File: src/rtl/pipeline_hazard_ctrl_if.sv
// Hazard controller bundle: ID/EX/MEM hazard inputs and
// pipeline-register enables/clears driven back to the datapath.
interface pipeline_hazard_ctrl_if #(
    parameter int CNT_W = 16
);
    logic [3:0]       ifid_opcode;
    logic [3:0]       ifid_rs;
    logic [3:0]       ifid_rt;
    logic             ifid_use_rs;
    logic             ifid_use_rt;
    logic             idex_MemRead;
    logic [3:0]       idex_rd;
    logic             ex_redirect;
    logic             mem_req;
    logic             mem_ready;
    logic             pc_write;
    logic             wr_IFID;
    logic             IFIDclear;
    logic             wr_IDEX;
    logic             IDEXclear;
    logic             wr_EXMEM;
    logic             wr_MEMWB;
    logic             halted;
    logic [CNT_W-1:0] stall_cnt;

    modport master (
        output ifid_opcode, ifid_rs, ifid_rt,
        output ifid_use_rs, ifid_use_rt,
        output idex_MemRead, idex_rd,
        output ex_redirect, mem_req, mem_ready,
        input  pc_write, wr_IFID, IFIDclear,
        input  wr_IDEX, IDEXclear,
        input  wr_EXMEM, wr_MEMWB,
        input  halted, stall_cnt
    );

    modport slave (
        input  ifid_opcode, ifid_rs, ifid_rt,
        input  ifid_use_rs, ifid_use_rt,
        input  idex_MemRead, idex_rd,
        input  ex_redirect, mem_req, mem_ready,
        output pc_write, wr_IFID, IFIDclear,
        output wr_IDEX, IDEXclear,
        output wr_EXMEM, wr_MEMWB,
        output halted, stall_cnt
    );
endinterface

File: src/rtl/pipeline_hazard_ctrl.sv
// Stall/flush sequencer for the 5-stage pipeline.
// Optional stall counter enabled by HAZARD_STALL_CNT_EN.
module pipeline_hazard_ctrl #(
    parameter logic [3:0] HALT_OP      = 4'hF,
    parameter int         DRAIN_CYCLES = 3,
    parameter int         CNT_W        = 16
) (
    input logic              clk,
    input logic              reset,
    pipeline_hazard_ctrl_if.slave hz
);
    typedef enum logic [1:0] {
        RUN    = 2'd0,
        MEMW   = 2'd1,
        DRAIN  = 2'd2,
        HALTED = 2'd3
    } state_t;

    state_t     state, state_n;
    state_t     ret, ret_n, eff;
    logic [2:0] drain_cnt, cnt_n;
    logic       lu, mw;
    logic       pc_w, w_ifid, c_ifid, w_idex, c_idex;
    logic       w_exmem, w_memwb, hlt;

    assign lu = hz.idex_MemRead &
        ((hz.ifid_use_rs & (hz.ifid_rs == hz.idex_rd)) |
         (hz.ifid_use_rt & (hz.ifid_rt == hz.idex_rd)));
    assign mw = hz.mem_req & ~hz.mem_ready;

    always_ff @(posedge clk or posedge reset) begin
        if (reset) begin
            state     <= RUN;
            ret       <= RUN;
            drain_cnt <= 3'd0;
        end else begin
            state     <= state_n;
            ret       <= ret_n;
            drain_cnt <= cnt_n;
        end
    end

    // MEMW replays the rules of the state it interrupted.
    assign eff = (state == MEMW) ? ret : state;

    always_comb begin
        state_n = state;
        ret_n   = ret;
        cnt_n   = drain_cnt;
        pc_w    = 1'b1;
        w_ifid  = 1'b1;
        c_ifid  = 1'b0;
        w_idex  = 1'b1;
        c_idex  = 1'b0;
        w_exmem = 1'b1;
        w_memwb = 1'b1;
        hlt     = 1'b0;
        if (eff == HALTED) begin
            {pc_w, w_ifid, w_idex, w_exmem, w_memwb} = '0;
            hlt     = 1'b1;
            state_n = HALTED;
        end else if (mw) begin
            {pc_w, w_ifid, w_idex, w_exmem, w_memwb} = '0;
            state_n = MEMW;
            ret_n   = eff;
        end else if (hz.ex_redirect) begin
            c_ifid  = 1'b1;
            c_idex  = 1'b1;
            state_n = RUN;
            cnt_n   = 3'd0;
        end else if (eff == DRAIN) begin
            pc_w    = 1'b0;
            w_ifid  = 1'b0;
            c_idex  = 1'b1;
            cnt_n   = (drain_cnt == 3'd0) ? 3'd0 : drain_cnt - 3'd1;
            state_n = (drain_cnt <= 3'd1) ? HALTED : DRAIN;
        end else if (lu) begin
            pc_w    = 1'b0;
            w_ifid  = 1'b0;
            c_idex  = 1'b1;
            state_n = RUN;
        end else if (hz.ifid_opcode == HALT_OP) begin
            pc_w    = 1'b0;
            w_ifid  = 1'b0;
            c_idex  = 1'b1;
            state_n = DRAIN;
            cnt_n   = 3'(DRAIN_CYCLES - 1);
        end else begin
            state_n = RUN;
        end
        if (reset) begin
            {pc_w, w_ifid, w_idex, w_exmem, w_memwb, hlt} = '0;
            c_ifid = 1'b1;
            c_idex = 1'b1;
        end
    end

    assign hz.pc_write  = pc_w;
    assign hz.wr_IFID   = w_ifid;
    assign hz.IFIDclear = c_ifid;
    assign hz.wr_IDEX   = w_idex;
    assign hz.IDEXclear = c_idex;
    assign hz.wr_EXMEM  = w_exmem;
    assign hz.wr_MEMWB  = w_memwb;
    assign hz.halted    = hlt;

`ifdef HAZARD_STALL_CNT_EN
    logic [CNT_W-1:0] stall_q;

    always_ff @(posedge clk or posedge reset) begin
        if (reset)
            stall_q <= '0;
        else if (!pc_w && state != HALTED && stall_q != '1)
            stall_q <= stall_q + 1'b1;
    end

    assign hz.stall_cnt = stall_q;
`else
    assign hz.stall_cnt = '0;
`endif
endmodule

File: src/flat_wrapper.sv
// flat-port wrapper written by rule: the top's interface ports become plain ports
module pipeline_hazard_ctrl_flat 
#(
    parameter logic [3:0] HALT_OP      = 4'hF,
    parameter int         DRAIN_CYCLES = 3,
    parameter int         CNT_W        = 16
)
  (clk, reset, hz_ifid_opcode, hz_ifid_rs, hz_ifid_rt, hz_ifid_use_rs, hz_ifid_use_rt, hz_idex_MemRead, hz_idex_rd, hz_ex_redirect, hz_mem_req, hz_mem_ready, hz_pc_write, hz_wr_IFID, hz_IFIDclear, hz_wr_IDEX, hz_IDEXclear, hz_wr_EXMEM, hz_wr_MEMWB, hz_halted, hz_stall_cnt);
  pipeline_hazard_ctrl_if #(.CNT_W(CNT_W)) hz_i ();
  input logic clk;
  input logic reset;
  input wire logic [$bits(hz_i.ifid_opcode)-1:0] hz_ifid_opcode;
  input wire logic [$bits(hz_i.ifid_rs)-1:0] hz_ifid_rs;
  input wire logic [$bits(hz_i.ifid_rt)-1:0] hz_ifid_rt;
  input wire logic [$bits(hz_i.ifid_use_rs)-1:0] hz_ifid_use_rs;
  input wire logic [$bits(hz_i.ifid_use_rt)-1:0] hz_ifid_use_rt;
  input wire logic [$bits(hz_i.idex_MemRead)-1:0] hz_idex_MemRead;
  input wire logic [$bits(hz_i.idex_rd)-1:0] hz_idex_rd;
  input wire logic [$bits(hz_i.ex_redirect)-1:0] hz_ex_redirect;
  input wire logic [$bits(hz_i.mem_req)-1:0] hz_mem_req;
  input wire logic [$bits(hz_i.mem_ready)-1:0] hz_mem_ready;
  output wire logic [$bits(hz_i.pc_write)-1:0] hz_pc_write;
  output wire logic [$bits(hz_i.wr_IFID)-1:0] hz_wr_IFID;
  output wire logic [$bits(hz_i.IFIDclear)-1:0] hz_IFIDclear;
  output wire logic [$bits(hz_i.wr_IDEX)-1:0] hz_wr_IDEX;
  output wire logic [$bits(hz_i.IDEXclear)-1:0] hz_IDEXclear;
  output wire logic [$bits(hz_i.wr_EXMEM)-1:0] hz_wr_EXMEM;
  output wire logic [$bits(hz_i.wr_MEMWB)-1:0] hz_wr_MEMWB;
  output wire logic [$bits(hz_i.halted)-1:0] hz_halted;
  output wire logic [$bits(hz_i.stall_cnt)-1:0] hz_stall_cnt;
  assign hz_i.ifid_opcode = hz_ifid_opcode;
  assign hz_i.ifid_rs = hz_ifid_rs;
  assign hz_i.ifid_rt = hz_ifid_rt;
  assign hz_i.ifid_use_rs = hz_ifid_use_rs;
  assign hz_i.ifid_use_rt = hz_ifid_use_rt;
  assign hz_i.idex_MemRead = hz_idex_MemRead;
  assign hz_i.idex_rd = hz_idex_rd;
  assign hz_i.ex_redirect = hz_ex_redirect;
  assign hz_i.mem_req = hz_mem_req;
  assign hz_i.mem_ready = hz_mem_ready;
  assign hz_pc_write = hz_i.pc_write;
  assign hz_wr_IFID = hz_i.wr_IFID;
  assign hz_IFIDclear = hz_i.IFIDclear;
  assign hz_wr_IDEX = hz_i.wr_IDEX;
  assign hz_IDEXclear = hz_i.IDEXclear;
  assign hz_wr_EXMEM = hz_i.wr_EXMEM;
  assign hz_wr_MEMWB = hz_i.wr_MEMWB;
  assign hz_halted = hz_i.halted;
  assign hz_stall_cnt = hz_i.stall_cnt;
  pipeline_hazard_ctrl #(.HALT_OP(HALT_OP), .DRAIN_CYCLES(DRAIN_CYCLES), .CNT_W(CNT_W)) u_core (.clk(clk), .reset(reset), .hz(hz_i));
endmodule
File: config.mk
export PLATFORM = sky130hd
export DESIGN_NAME = pipeline_hazard_ctrl_flat
export DESIGN_NICKNAME = d
export VERILOG_FILES = /design/src/rtl/pipeline_hazard_ctrl_if.sv /design/src/rtl/pipeline_hazard_ctrl.sv /design/src/flat_wrapper.sv
export SDC_FILE = /design/constraint.sdc
export NUM_CORES = 1
export LEC_CHECK = 0
export CAP_MARGIN = 20
export CORE_UTILIZATION = 32
export CTS_CLUSTER_SIZE = 30
export DETAILED_ROUTE_END_ITERATION = 8
export MAX_ROUTING_LAYER = met4
export PLACE_DENSITY = 0.77
export RECOVER_POWER = 25
export SYNTH_ARGS = -nofsm -noshare
export SYNTH_HDL_FRONTEND = slang
export SYNTH_SLANG_ARGS = --single-unit
File: constraint.sdc
create_clock -name clk -period 4.1 [get_ports clk]
set_input_delay 1.025 -clock clk [delete_from_list [all_inputs] [get_ports clk]]
set_output_delay 1.025 -clock clk [all_outputs]
set_load 0.02 [all_outputs]
==> results of run 1 <==
repair_timing:
action,in CTS,in global routing
hold buffers,0,0
endpoints found under the setup margin,0,3
buffers inserted,0,0
resized for setup,0,3
cell usage in the layout, fill, tap and decap left out, types with 3 or more instances in the layout:
| cell type | count |
|---|---|
| dfrtp_1 | 7 |
| o21ai_0 | 3 |
| xor2_1 | 6 |
| a21oi_1 | 3 |
| nand2_1 | 5 |
| clkdlybuf4s50_1 | 28 |
| clkbuf_4 | 3 |
| nor2_1 | 7 |
| inv_1 | 5 |
| conb_1 | 16 |
critical path: cells and delay by family:
family	cells	cell delay (ns)
AOI/OAI and AO/OA	2	0.62
xor gates and xnor gates	1	0.20
buffers and inverters	2	1.01
and+or+nand+nor	1	0.11
registers in the layout, indices dropped and copies added, names as in the netlist:
name              count
u_core.state          2
u_core.ret            2
u_core.drain_cnt      3
through the flow:
stage | instance area, um^2 | setup slack (ns) | utilization [%] | hold WS (ns) | power, uW
6_report | 1000 | 0.111 | 50.1 | 0.486 | 244
3_5_place_dp | 970 | 0.0587 | 48.4 | 0.476 | 183
4_1_cts | 996 | 0.0554 | 49.8 | 0.483 | 246
3_3_place_gp | 970 | 0.134 | 48.4 | 0.480 | 181
2_1_floorplan | 753 | 0.844 | - | 0.454 | 150
5_1_grt | 1000 | 0.0421 | 50.1 | 0.501 | 257
cell families after synthesis:
logic type               count (synthesis)
buffers and inverters                   24
AND/OR/NAND/NOR                         23
AO/OA/AOI/OAI                           17
XOR/XNOR                                 8
flip-flops                               7
adder cells (fa/ha/maj)                  2
other                                    1
multiplexers                             1
cell type report:
cell class                 count  area, um^2
clock buffer                   4        26.3
fill                         198        1000
inverter                       5        18.8
multi-input combinational     67         422
sequential                     7         175
tap                           27        33.8
timing repair buffer          33         327
final timing paths:
kind                                          start                  end  slack, ns  cells after the start
worst max-delay path                  hz_idex_rd[0]           hz_wr_IFID       0.11                      6
worst min-delay path            u_core.drain_cnt[1]      u_core.state[0]       0.49                      1
worst max register to register      u_core.state[1]  u_core.drain_cnt[1]       2.53                      6
worst min register to register  u_core.drain_cnt[1]      u_core.state[0]       0.49                      1
max in group asynchronous                     reset  u_core.drain_cnt[1]       2.54                      3
min in group asynchronous                     reset        u_core.ret[1]       1.31                      3
power by group:
part / switching [uW] / internal, uW / leakage, uW
combinational: 54.0 / 47.5 / 0.000370
clock: 25.3 / 37.1 / 0.0000150
sequential: 5.32 / 74.9 / 0.0000956
Yosys cell counts, drive strengths merged:
master / number / area share (%)
o21ai: 4 / 2.9
a22o: 1 / 1.3
inv: 5 / 2.7
buf: 19 / 20
o41ai: 1 / 2.3
or2: 1 / 0.90
nand4: 2 / 2.7
and2: 1 / 0.90
and4bb: 1 / 1.8
xnor2: 2 / 2.5
a32o: 1 / 1.4
nor2: 7 / 3.8
mux2: 1 / 1.6
a21oi: 4 / 3.4
nand3: 1 / 0.72
nand2b: 1 / 0.90
o31ai: 2 / 2.2
xor2: 6 / 7.5
o21a: 1 / 1.1
nor4: 1 / 0.90
dfrtp: 7 / 25
nand2: 5 / 2.7
o41a: 1 / 1.6
nor3: 2 / 1.4
ha: 2 / 3.6
nor2b: 1 / 0.90
a21o: 1 / 1.1
o21bai: 1 / 1.1
conb: 1 / 0.54
metal layers:
layer  global-route usage [%]  vias to the layer above  wire length [um]
li1                         -                      316                 -
met1                     15.2                      302               612
met2                     26.9                       28               874
met3                     5.97                        2               100
met4                     3.92                        0                13
met5                        -                        -                 0
==> impl_results.md, run 1 <==
- Netlist cell types: 32
- Num rows: 16
- Ant. Diodes: 0
- Synth Area in Simple Gates: 17.6%
- Worst-path cell chain: clkdlybuf4s50_1, xor2_1, o41ai_2, nor2_1, o21a_1, clkdlybuf4s50_1
- Syn Area/Cell: 8.40 um^2
- Crit path max fanout: 3
- Synth Area in XOR/XNOR: roughly a tenth
- GPL Wtd Cong: just over 0.8
- Vias in the first global route: 632
- Setup TNS: 0 ns
- Number of CTS-inserted buffers: 3
- Mux cell area share after synthesis: 1.62%
- Vias: 648
- Final min period: roughly 4.0 ns
- Io pins: 48
- Endpoints failing setup: 0
- Gr usage total: 15.1%
- Post-Synth Adder-Cell Area: 3.59%
- PD cells: 244 nW/um^2
- Combinational family with the most area after synthesis: buffers and inverters
- First-pass GRT wire length: 2660 um
- Grt total ovfl: 0
- Slowest cell on crit path: clkdlybuf4s50_1
- Starting DRC count in detailed routing: 16
- Final net count: 143
- IO buf count: 31
- Startpoint Class: input pin
- Dpl cells: 139
- Post-Syn Area: approximately 700 um^2
- CTS H-tree depth: 1
- Synth Instances: 83
- Post-synthesis register bit count: 7
- Maximum vdd drop: 0.193 mV
- Endpoints failing hold: 0
- Worst Path Arrival: 2.96 ns
- Post-route ant nets: 0
- Clk sinks: 7
- Detail Placement HPWL: 1330 um
- Root buf cell: clkbuf_4
- CTS tree: done
- Max Clock Skew: 0.000470 ns
- Bufs on Longest Clock Path: 2
- Layout cells sized above 1: ~8.6%
- RSZ-0062 raised after global routing: false
- Synth Area in Compound Gates: 18.3%
- Largest net degree at the start of global routing: 8
- Starting Density: 34.8%
- Die ar.: 2370 um^2
- CP max stage delay: between 0.5 and 0.6 ns
- Max-cap violations: 0
- Sequential-to-total area share from yosys stat: 25.1%
- Fmax: 251 MHz
- # DRC: 0
- Final wirelength: 1600 um
- Initial antenna violation count: 0
- Via/cell ratio: 4.53
- Ys Warns: 0
- First-pass DRT Iterations: 4
- Max Slew Vio Count: 0
- Final worst-path cycle share: a little over nine tenths
- Die Span X: ~50 um
- Critical Path Most Common Cell: clkdlybuf4s50_1
- Lkg Pwr: 0.000481 uW
- Post-DR wirelength/cell: 11.2 um
- Non-Filler Instances: 143
- Min-Delay Path Class: reg2reg
- CORE AREA: 2000 um^2
- Clock transition at the registers of the reported paths: 0.05 ns
- Setup crit end kind: output port
- P&R area growth vs syn: 43.8%
- Latest clock arrival within the worst-skew pair: 0.25 ns
- Die Y: 48.7 um
- Status: complete, no violations
- Kind of critical path: in2out
- CP Data Required Time: approximately 3.1 ns
Note: power is estimated with default switching activity, not from simulation.
==> run 2: changes to the inputs <==
--- a/config.mk
+++ b/config.mk
@@ -7,6 +7,7 @@
 export LEC_CHECK = 0
 export CAP_MARGIN = 20
 export CORE_UTILIZATION = 32
+export CTS_CLUSTER_DIAMETER = 40
 export CTS_CLUSTER_SIZE = 30
 export DETAILED_ROUTE_END_ITERATION = 8
 export MAX_ROUTING_LAYER = met4
==> results of run 2 <==
No change in the layout: final DEF, timing and power equal those of run 1.
